<file path="src/rtl/fetch_stage_pkg.sv">
// Shared definitions for the IF stage of the 5-stage MIPS core.
// - fetch_state_e  : fetch FSM states (FETCH / WAIT / HOLD)
// - NopInstr       : bubble encoding, sll $0,$0,0
// - ResetPcDefault : default PC loaded at reset
package fetch_stage_pkg;

  typedef enum logic [1:0] {
    StFetch = 2'd0,
    StWait  = 2'd1,
    StHold  = 2'd2
  } fetch_state_e;

  localparam logic [31:0] NopInstr       = 32'h0000_0000;
  localparam logic [31:0] ResetPcDefault = 32'h0000_0000;

endpackage

</file>
<file path="src/rtl/fetch_stage.sv">
// IF stage plus IF/ID pipeline register.
// Owns the PC and fetches over a req/ready + rvalid handshake with one request in flight.
// Ports:
//   clk, rst_n                 clock, async active-low reset
//   StallF, StallD             hazard unit stalls (no new request / hold IF/ID)
//   id_branch_taken/_target    taken redirect resolved in ID
//   imem_req/addr/ready        request channel (accepted on req && ready)
//   imem_rvalid/rdata          response channel (one per accepted request)
//   if_id_instr/pc_plus4/valid IF/ID register contents
//   fetch_pending              high while waiting for a response
module fetch_stage
  import fetch_stage_pkg::*;
#(
  parameter int unsigned        ADDR_W    = 32,
  parameter logic [ADDR_W-1:0]  RESET_PC  = ADDR_W'(ResetPcDefault),
  parameter logic [31:0]        NOP_INSTR = NopInstr
) (
  input  logic              clk,
  input  logic              rst_n,
  input  logic              StallF,
  input  logic              StallD,
  input  logic              id_branch_taken,
  input  logic [ADDR_W-1:0] id_branch_target,
  output logic              imem_req,
  output logic [ADDR_W-1:0] imem_addr,
  input  logic              imem_ready,
  input  logic              imem_rvalid,
  input  logic [31:0]       imem_rdata,
  output logic [31:0]       if_id_instr,
  output logic [ADDR_W-1:0] if_id_pc_plus4,
  output logic              if_id_valid,
  output logic              fetch_pending
);

  fetch_state_e      state_q, state_d;
  logic [ADDR_W-1:0] pc_q, pc_d;
  logic              drop_q, drop_d;
  logic [31:0]       hold_buf_q, hold_buf_d;
  // Set by reset, cleared by the first accepted request: a response left over from
  // before reset must never be taken as ours.
  logic              fresh_q, fresh_d;
  logic [31:0]       instr_q, instr_d;
  logic [ADDR_W-1:0] pc4_q, pc4_d;
  logic              valid_q, valid_d;

  logic              deliver;
  logic [31:0]       deliver_word;

  logic [ADDR_W-1:0] pc_plus4;
  logic [ADDR_W-1:0] target_aligned;
  logic              redirect;
  logic              req_fire;
  logic              resp;

  assign pc_plus4       = pc_q + ADDR_W'(4);
  assign target_aligned = id_branch_target & ~ADDR_W'(3);
  // A branch seen while ID is stalled is re-presented later, so ignore it now.
  assign redirect       = id_branch_taken && !StallD;
  assign req_fire       = imem_req && imem_ready;
  assign resp           = imem_rvalid && !fresh_q;

  // State register
  always_ff @(posedge clk or negedge rst_n) begin
    if (!rst_n) begin
      state_q    <= StFetch;
      pc_q       <= RESET_PC;
      drop_q     <= 1'b0;
      hold_buf_q <= '0;
      fresh_q    <= 1'b1;
      instr_q    <= NOP_INSTR;
      pc4_q      <= '0;
      valid_q    <= 1'b0;
    end else begin
      state_q    <= state_d;
      pc_q       <= pc_d;
      drop_q     <= drop_d;
      hold_buf_q <= hold_buf_d;
      fresh_q    <= fresh_d;
      instr_q    <= instr_d;
      pc4_q      <= pc4_d;
      valid_q    <= valid_d;
    end
  end

  // Next-state logic
  always_comb begin
    state_d      = state_q;
    pc_d         = pc_q;
    drop_d       = drop_q;
    hold_buf_d   = hold_buf_q;
    fresh_d      = fresh_q && !req_fire;
    deliver      = 1'b0;
    deliver_word = hold_buf_q;

    unique case (state_q)
      StFetch: begin
        if (req_fire) begin
          state_d = StWait;
          // Redirect in the acceptance cycle makes this request stale.
          drop_d  = redirect;
        end
      end
      StWait: begin
        if (resp) begin
          if (drop_q || redirect) begin
            drop_d  = 1'b0;
            state_d = StFetch;
          end else if (!StallD) begin
            deliver      = 1'b1;
            deliver_word = imem_rdata;
            state_d      = StFetch;
          end else begin
            hold_buf_d = imem_rdata;
            state_d    = StHold;
          end
        end else if (redirect) begin
          drop_d = 1'b1;
        end
      end
      StHold: begin
        if (redirect) begin
          hold_buf_d = '0;
          state_d    = StFetch;
        end else if (!StallD) begin
          deliver      = 1'b1;
          deliver_word = hold_buf_q;
          hold_buf_d   = '0;
          state_d      = StFetch;
        end
      end
      default: state_d = StFetch;
    endcase

    if (redirect) begin
      pc_d = target_aligned;
    end else if (deliver) begin
      pc_d = pc_plus4;
    end

    // IF/ID: hold under StallD, otherwise load the delivered word or a bubble.
    instr_d = instr_q;
    pc4_d   = pc4_q;
    valid_d = valid_q;
    if (!StallD) begin
      if (deliver) begin
        instr_d = deliver_word;
        pc4_d   = pc_plus4;
        valid_d = 1'b1;
      end else begin
        instr_d = NOP_INSTR;
        valid_d = 1'b0;
      end
    end
  end

  // Outputs
  always_comb begin
    imem_req      = rst_n && (state_q == StFetch) && !StallF;
    imem_addr     = pc_q;
    fetch_pending = (state_q == StWait);
  end

  assign if_id_instr    = instr_q;
  assign if_id_pc_plus4 = pc4_q;
  assign if_id_valid    = valid_q;

endmodule

</file>
<file path="config.mk">
export PLATFORM = sky130hd
export DESIGN_NAME = fetch_stage
export DESIGN_NICKNAME = d
export VERILOG_FILES = /design/src/rtl/fetch_stage_pkg.sv /design/src/rtl/fetch_stage.sv
export SDC_FILE = /design/constraint.sdc
export NUM_CORES = 1
export LEC_CHECK = 0
export CAP_MARGIN = 10
export CORE_AREA = 2 2 130 107
export DETAILED_ROUTE_END_ITERATION = 6
export DIE_AREA = 0 0 132 109
export HOLD_SLACK_MARGIN = 0.05
export PLACE_DENSITY = 0.79
export SLEW_MARGIN = 20
export SYNTH_ARGS = -nofsm -noshare
export SYNTH_HDL_FRONTEND = slang
export SYNTH_SLANG_ARGS = --single-unit
export TNS_END_PERCENT = 1
</file>
<file path="constraint.sdc">
create_clock -name clk -period 2.4 [get_ports clk]
set_input_delay 0.48 -clock clk [delete_from_list [all_inputs] [get_ports clk]]
set_output_delay 0.48 -clock clk [all_outputs]
set_load 0.01 [all_outputs]
</file>
==> impl_metrics.py <==
metrics = {
    "die": {
        "fp.dieW_um": 132,
        "io-pin-count": 170,
        "placementRows": 38,
        "dieArea_um2": 14390,
        "chipHeight_um": 109,
        "core_area_um2": 13170,
        "initial_core_util_pct": 46.64,
    },
    "routing": {
        "post-route-drc-count": 1,
        "wirelength_um": 16760,
        "dr.first_iter.drc_count": 359,
        "vias": 5440,
        "wire_per_inst_um": 16.96,
        "drt-vias-per-instance": 5.506,
        "drt_pass1_iterations": 7,
        "antenna_violating_nets_post_route": 0,
    },
    "final_layout": {
        "area_growth_pct": 40.78,
        "fillerInstances": 984,
        "drive_gt1_share_pct": 8.168,
        "finish.net_count": 871,
        "finish.cell_count_without_fillers": 988,
        "num_antenna_cells": 0,
    },
    "power_and_ir_drop": {
        "cellLeakagePower_nw": 3.864,
        "internal_power_mw": 6.199,
        "worst_ir_drop_on_vdd_v": 0.0005290,
        "power.switching_fraction_pct": 33.36,
        "cellPowerDensity_nw_per_um2": 1076,
        "switchingPower_mw": 3.103,
        "share_clk_of_total_power_pct": 28.4,
        "part_of_the_power_in_registers_pct": 37.5,
        "comb_power_share_pct": 34.0,
    },
    "timing": {
        "max_clock_freq_ghz": 0.4351,
        "rsz0062_at_grt": "false",
        "timing.final.crit_share_pct": 95.77,
        "slew_violations": 0,
        "setup_violations": 0,
        "hold_violations": 0,
        "max-slew-margin-rel_pct": 53.61,
        "finalWorstPathRequiredPeriod_ns": 2.299,
        "minimum_hold_slack_ns": 0.1822,
        "fin_tns_setup_ns": 0,
        "timing_worst_slew_pin_value_ns": 0.6958,
        "final.setup_skew_ns": 0.006693,
    },
    "clock_tree": {
        "clock_tree.buffer_depth": 2,
        "h_tree_lvls": 4,
        "tritoncts.num_buffers": 17,
        "clk_pin_slew_ns": 0.05,
        "cts_tree": "built",
        "postCtsSetupBuffers": 0,
        "clk_root_buffer_cell": "clkbuf_16",
        "clock_sinks": 129,
        "post_cts.resized_instances": 2,
        "clock_insertion_delay_worst_skew_ns": 0.41,
        "cts_hold_repair.buffers": 0,
    },
    "yosys": {
        "syn_area_um2": 6142,
        "ys_top_cells_by_area": "dfrtp_1 (52%), nand2_1 (9.0%), o21ai_0 (8.3%)",
        "yosys-top-cells-count": "nand2_1 (148), dfrtp_1 (128), o21ai_0 (102)",
        "synth_sequential_area_ratio_pct": 52.58,
        "synth_cell_types": 53,
        "synth.ff_latch_count": 129,
        "synth_async_sr_flop_share_pct": 100.0,
        "synth.largest_area_cell": "dfrtp_1",
        "netlist_instances": 642,
        "ys_warn_count": 0,
        "avgSynthCellArea_um2": 9.567,
        "yosys.cell_count.top_type": "nand2_1",
        "synth-edff-count": 0,
        "synthDominantCellAreaShare_pct": 52.15,
        "ys_dominant_reg_cell": "dfrtp_1",
    },
    "worst_setup_path": {
        "r2r.worst_path.cells": 8,
        "reg2reg_to": "imem_addr[7]",
        "critPathArrivalTime_ns": 1.82,
        "worstReg2RegStart": "state_q[1]",
        "worstPathRequired_ns": 1.92,
        "rrSetupSlack_ns": 0.23,
        "crit_path_start_kind": "flip-flop",
        "worstSetupEndpointType": "primary output",
        "critical_path.max_fanout": 7,
        "timing_worst_setup_path_type": "flip-flop to primary output",
    },
    "grt": {
        "busiest_layer": "met2",
        "grt_start_max_net_pins": 130,
        "grt_pass1_vias": 5438,
        "grt_usage_pct": 24.08,
        "grtUsageMet3_pct": 5.346,
        "global_route_wire_length_before_repair_um": 27390,
        "number_of_antenna_violations_at_the_first_check_in_global_routing": 0,
        "global_routing_met1_resource_utilization_pct": 30.67,
        "grtUsageMet2_pct": 40.44,
        "globalRoute.totalOverflow": 0,
    },
    "place": {
        "detailedPlacementHpwl_um": 11410,
        "placed_cells_incl_taps": 956,
        "port-buffer-count": 163,
        "gpl.final_weighted_congestion": 0.8920,
    },
    "outcome": {
        "outcome": "finished, violations left",
        "violations": "DRC",
    },
    "run": {
        "maxcap_violations": 0,
    },
    "hold_path": {
        "holdCritPathClass": "input pin to asynchronous set/reset pin",
    },
}
layout make-up:
type | count | area (um^2) | area share, %
tap | 180 | 225.2 | 2.605
sequential | 129 | 3229 | 37.35
clock inverter | 9 | 130.1 | 1.505
inverter | 8 | 30.03 | 0.3473
clock buffer | 23 | 478.0 | 5.527
timing repair buffer | 178 | 1841 | 21.28
multi-input combinational | 461 | 2714 | 31.38
per-layer routing:
layer,up-vias,routed length (um)
li1,2533,-
met1,2658,7131
met2,216,8198
met3,33,1032
met4,0,399
met5,-,0
worst max path at each step:
stage / startpoint / endpoint / depth (start not counted)
floorplan: state_q[1] / imem_addr[24] / 9
global placement: StallD / hold_buf_q[6] / 6
detailed placement: StallD / hold_buf_q[28] / 6
CTS: state_q[1] / fetch_pending / 3
global route: state_q[1] / fetch_pending / 3
finish: state_q[1] / fetch_pending / 3
state kept, by name, summed over array words and instances, names as in the netlist:
| signal | count |
|---|---|
| drop_q | 1 |
| fresh_q | 1 |
| hold_buf_q | 32 |
| if_id_instr | 32 |
| if_id_pc_plus4 | 30 |
| if_id_valid | 1 |
| imem_addr | 30 |
| state_q | 2 |
power groups by stage:
stage | logic (mW) | registers, mW | clock network, mW
after floorplan | 1.47 | 3.54 | 0
after global placement | 3.02 | 3.45 | 0
after detailed placement | 3.16 | 3.51 | 0
after CTS | 3.19 | 3.48 | 2.69
after global routing | 3.47 | 3.59 | 2.79
final | 3.17 | 3.49 | 2.65
worst max-delay path, cell delays in order, from the launching register on:
cell and delay [ns]:
dfrtp_1 0.38, inv_1 0.12, ha_1 0.30, clkdlybuf4s50_1 0.61
cells in the final DEF, fill, tap and decap left out, types with 14 or more instances in the layout:
cell type	Yosys	layout
dfrtp_1	128	128
clkdlybuf4s50_1	0	161
a21oi_1	14	14
o21ai_0	102	102
xor2_1	17	17
nand2_1	148	147
nor2_1	20	20
clkbuf_16	0	17
mux2i_1	32	32
through the flow:
step                      worst slack (ns)  util (%)  power [mW]  cell area [um^2]
final                               0.1014     65.66       9.302              8647
after detailed placement           0.04830     61.03       6.665              8038
after floorplan                     0.4119         -       5.015              6153
after global placement             0.09317     61.03       6.478              8038
after global routing               0.03880     65.66       9.850              8647
after CTS                          0.08802     65.66       9.360              8647
cells by family after synthesis:
kind of cell    synth area share (%)
simple gates                   17.36
compound gates                 15.75
flops                          52.58
buf+inv                        3.891
mux                            5.215
xor+xnor                       4.135
fa+ha+maj                      1.019
other cells                  0.06105
Power figures use the tool's default switching activity.
